--- config.mk ---
export PLATFORM = sky130hd
export DESIGN_NAME = crpa_coef_loader
export DESIGN_NICKNAME = d
export VERILOG_FILES = /design/src/rtl/crpa_coef_loader.sv
export SDC_FILE = /design/constraint.sdc
export NUM_CORES = 1
export LEC_CHECK = 0
export BUFFER_PORTS_ARGS = -buffer_cell sky130_fd_sc_hd__buf_2
export CAP_MARGIN = 20
export CORE_MARGIN = 5
export CORE_UTILIZATION = 39
export CTS_CLUSTER_SIZE = 16
export DETAILED_ROUTE_END_ITERATION = 7
export PLACE_DENSITY = 0.66
export SLEW_MARGIN = 40
export SYNTH_ARGS = -nofsm -noshare
export SYNTH_HDL_FRONTEND = slang
export SYNTH_SLANG_ARGS = --single-unit
export TNS_END_PERCENT = 20
--- constraint.sdc ---
create_clock -name clk -period 1.8 [get_ports clk]
set_input_delay 0.36 -clock clk [delete_from_list [all_inputs] [get_ports clk]]
set_output_delay 0.36 -clock clk [all_outputs]
set_load 0.05 [all_outputs]
--- src/rtl/crpa_coef_loader.sv ---
// rtl/crpa_coef_loader.sv - Loads CRPA null-former weights into FIR shadow registers over intbus, then mirrors them.
// One coefficient is fetched, written and acknowledged at a time; coef_mirr fires only after the final word lands.
module crpa_coef_loader #(
  parameter int NCH         = 4,
  parameter int NT          = 8,
  parameter int C_WIDTH     = 16,
  parameter int ADDR_W      = 16,
  parameter int FIR_BASE    = 0,
  parameter int FIR_STRIDE  = 64,
  parameter int ACK_TIMEOUT = 255
) (
  input  logic               clk,
  input  logic               rst,
  input  logic               start,
  output logic               busy,
  output logic               done,
  output logic               error,
  input  logic               coef_valid,
  output logic               coef_ready,
  input  logic [C_WIDTH-1:0] coef_data,
  output logic               bus_wr,
  output logic [ADDR_W-1:0]  bus_addr,
  output logic [31:0]        bus_wdata,
  input  logic               bus_ack,
  output logic               coef_mirr
);

  localparam int CH_W  = (NCH > 1) ? $clog2(NCH) : 1;
  localparam int TAP_W = (NT > 1) ? $clog2(NT) : 1;
  localparam int TO_W  = $clog2(ACK_TIMEOUT + 1);

  typedef enum logic [2:0] {S_IDLE, S_GET, S_WRITE, S_MIRROR, S_FINISH, S_ERR} state_t;

  state_t            state, state_nxt;
  logic [CH_W-1:0]   ch;
  logic [TAP_W-1:0]  tap;
  logic [TO_W-1:0]   wait_cnt;
  logic              last_word;
  logic              timed_out;

  assign last_word = (ch == CH_W'(NCH - 1)) && (tap == TAP_W'(NT - 1));
  // wait_cnt counts ack-less WRITE cycles already spent, so WRITE lasts at most ACK_TIMEOUT cycles
  assign timed_out = (wait_cnt == TO_W'(ACK_TIMEOUT - 1));

  always_comb begin
    state_nxt  = state;
    busy       = 1'b0;
    done       = 1'b0;
    coef_ready = 1'b0;
    bus_wr     = 1'b0;
    coef_mirr  = 1'b0;
    case (state)
      S_IDLE: if (start) state_nxt = S_GET;
      S_GET: begin
        busy       = 1'b1;
        coef_ready = 1'b1;
        if (coef_valid) state_nxt = S_WRITE;
      end
      S_WRITE: begin
        busy   = 1'b1;
        bus_wr = 1'b1;
        if (bus_ack) state_nxt = last_word ? S_MIRROR : S_GET;
        else if (timed_out) state_nxt = S_ERR;
      end
      S_MIRROR: begin
        busy      = 1'b1;
        coef_mirr = 1'b1;
        state_nxt = S_FINISH;
      end
      S_FINISH: begin
        done      = 1'b1;
        state_nxt = S_IDLE;
      end
      S_ERR:   state_nxt = S_IDLE;
      default: state_nxt = S_IDLE;
    endcase
  end

  always_ff @(posedge clk) begin
    if (rst) begin
      state     <= S_IDLE;
      ch        <= '0;
      tap       <= '0;
      wait_cnt  <= '0;
      bus_addr  <= '0;
      bus_wdata <= '0;
      error     <= 1'b0;
    end else begin
      state <= state_nxt;
      case (state)
        S_IDLE: begin
          if (start) begin
            error <= 1'b0;
            ch    <= '0;
            tap   <= '0;
          end
        end
        S_GET: begin
          // address and data are latched at capture so they hold still for the whole write
          if (coef_valid) begin
            bus_addr  <= ADDR_W'(32'(FIR_BASE) + 32'(ch) * 32'(FIR_STRIDE) + 32'(tap));
            bus_wdata <= 32'(signed'(coef_data));
            wait_cnt  <= '0;
          end
        end
        S_WRITE: begin
          if (bus_ack) begin
            if (tap == TAP_W'(NT - 1)) begin
              tap <= '0;
              ch  <= ch + CH_W'(1);
            end else begin
              tap <= tap + TAP_W'(1);
            end
          end else if (timed_out) begin
            error <= 1'b1;
          end else begin
            wait_cnt <= wait_cnt + TO_W'(1);
          end
        end
        default: ;
      endcase
    end
  end

endmodule

==> flow_metrics.env <==
export IMPL_cp_max_fo=13
export IMPL_ys_warn_count=0
export IMPL_hold_violations=0
export IMPL_power_leakage_nw=0.994
export IMPL_cts_sinks=38
export IMPL_cts_root_buf="clkbuf_8"
export IMPL_numCtsBuffers=5
export IMPL_synth_seq_cells=38
export IMPL_clk_latency_ns=0.28
export IMPL_end_kind="primary output"
export IMPL_nets=304
export IMPL_core_area_mm2=0.00472
export IMPL_synthCells=229
export IMPL_ys_async_sr_fraction=0
export IMPL_hold_slack_ns=0.305
export IMPL_cp_data_arrival_time_ns=1.34
export IMPL_fmax_mhz=588
export IMPL_drive_gt1_frac=0.315
export IMPL_cts_tree="done"
export IMPL_finalClockSkew_ns=0.00301
export IMPL_area_growth_pct=18.1
export IMPL_slew_viol_final=0
export IMPL_yosys_cell_count_top_type="nand2_1"
export IMPL_hold_class="in -> reg"
export IMPL_wl_um=4180
export IMPL_drt_vias_per_instance=4.67
export IMPL_place_area_mm2=0.00215
export IMPL_synth_flop_cell="dfxtp_1"
export IMPL_antenna_cells=0
export IMPL_grt_pass1_wl_um=6750
export IMPL_dr_pass1_iters=5
export IMPL_crit_path_start_kind="flop"
export IMPL_grt_max_degree=21
export IMPL_netlist_area_mm2=0.00190
export IMPL_grt_pass1_vias=1464
export IMPL_synth_area_leader_cell="dfxtp_1"
export IMPL_ys_types=42
export IMPL_grt_use_total=0.133
export IMPL_synth_edff_count=0
export IMPL_die_area_mm2=0.00637
export IMPL_required_ns=1.44
export IMPL_die_x_um=79.8
export IMPL_fin_setup_tns_ns=0
export IMPL_rows=25
export IMPL_ant_nets=0
export IMPL_yosysTopAreaCellShare=0.401
export IMPL_wl_per_cell_um=12.1
export IMPL_htree_levels=2
export IMPL_dp_cells=338
export IMPL_fillers=481
export IMPL_finalSetupViolCount=0
export IMPL_maxCapViolCount=0
export IMPL_drtIter0Drc=37
export IMPL_pin_count=75
export IMPL_gp_congestion=0.794
export IMPL_drcViolationCount=0
export IMPL_stdcell_count=346
export IMPL_initial_core_util=0.402
export IMPL_p_per_area_mw_per_mm2=823
export IMPL_cts_setup_buffers=0
export IMPL_outcome="complete, no violations"
export IMPL_finish_instance_area_mm2=0.00224
export IMPL_finalCritPeriodShare=0.944
export IMPL_post_route_min_period_ns=1.70
export IMPL_yosys_top_cells_count="nand2_1, dfxtp_1, a21oi_1, buf_4, nor2_1"
export IMPL_worst_setup_path_type="reg -> out"
export IMPL_antenna_found_initial=0
export IMPL_clkSlewWorstSetupHoldPaths_ns=0.07
export IMPL_overflow=0
export IMPL_die_y_um=79.8
export IMPL_num_vias=1616
export IMPL_dp_hpwl_um=3130
export IMPL_ys_seq_area_frac=0.401
export IMPL_irDropWorstVdd_mv=0.618
export IMPL_rsz0062_at_grt="false"
export IMPL_synthTopCellsByArea="dfxtp_1, buf_4, nand2_1"
export IMPL_port_buffers=63
export IMPL_regArea_um2=764
export IMPL_multiInputGateArea_um2=920
export IMPL_syn_area_per_cell_um2=8.29
export IMPL_clock_path_buffers=2
-- repair_timing --
| action | in CTS | in global routing |
|---|---|---|
| gates resized for setup | 2 | 1 |
| hold buffers | 0 | 0 |
| setup endpoints to repair | 3 | 2 |
-- state kept, by name, indices dropped and copies added (netlist names) --
register and flops:
error 1, bus_wdata 16, wait_cnt 8, bus_addr 5
tap 3, state 3, ch 2
-- kinds of logic (layout without fill, tap and decap cells) --
kind of cell | count (synthesis) | count (layout) | synth area share
AOI/OAI and AO/OA | 41 | 41 | 0.126
xor gates and xnor gates | 5 | 5 | 0.0231
adders and majority gates | 5 | 5 | 0.0329
buffers and inverters | 41 | 81 | 0.138
DFF | 38 | 38 | 0.401
muxes | 2 | 2 | 0.0119
other | 1 | 11 | 0.00197
and+or+nand+nor | 96 | 96 | 0.266
-- cell type report --
| class | count | share of cell area |
|---|---|---|
| Clock inverter | 1 | 0.00223 |
| Multi-Input combinational cell | 160 | 0.410 |
| Timing Repair Buffer | 71 | 0.167 |
| Tap cell | 67 | 0.0374 |
| Sequential cell | 38 | 0.341 |
| Clock buffer | 7 | 0.0385 |
| Inverter | 2 | 0.00335 |
-- through the flow --
stage,util,total power (W),setup WS (ns)
finish,0.475,0.00185,0.101
global route,0.475,0.00195,0.0169
CTS,0.474,0.00187,0.0181
detailed placement,0.455,0.00127,0.231
global placement,0.455,0.00127,0.265
floorplan,-,0.00122,-0.334
-- per-layer routing --
| layer | GRT usage | wire, um | part of all wire |
|---|---|---|---|
| met5 | 0 | 0 | 0 |
| met4 | 0.0405 | 57 | 0.014 |
| met3 | 0.0530 | 386 | 0.092 |
| met2 | 0.221 | 1920 | 0.46 |
| met1 | 0.158 | 1820 | 0.44 |
-- worst paths after layout --
kind	slack, ns	depth (start not counted)	endpoint	start
max	0.10	3	coef_mirr	state[1]
max reg2reg	0.22	6	ch[0]	tap[0]
min	0.31	3	bus_wdata[5]	coef_data[5]
min reg2reg	0.45	2	bus_addr[2]	bus_addr[2]
-- power by group --
group | internal [W] | total [W] | switching (W)
Clock | 0.000309 | 0.000593 | 0.000284
Sequential | 0.000862 | 0.000887 | 0.0000247
Combinational | 0.0000885 | 0.000366 | 0.000278
Total | 0.00126 | 0.00185 | 0.000587
-- cells in the final DEF (no fill, tap or decap), types with 2 or more instances in the layout --
cell,netlist,layout
nand4b_1,2,2
a21oi_1,29,29
nand2_1,47,47
inv_1,2,2
dfxtp_1,38,35
clkbuf_8,0,6
nand4_1,3,3
and2_1,3,3
conb_1,1,11
nor2_1,13,13
dfxtp_2,0,3
nand3_1,6,6
buf_2,5,63
and3_1,3,3
buf_4,27,8
ha_1,5,5
xor2_1,4,4
nand3b_1,2,2
nor3_1,3,3
o211ai_1,3,3
nand2b_1,3,3
nor4b_1,2,2
-- worst max-delay path, cell delays in order (launching register included) --
cell and delay [ns]:
dfxtp_2 0.46, inv_1 0.13, nor3b_1 0.18, buf_2 0.29
Note: power is estimated with default switching activity, not from simulation.
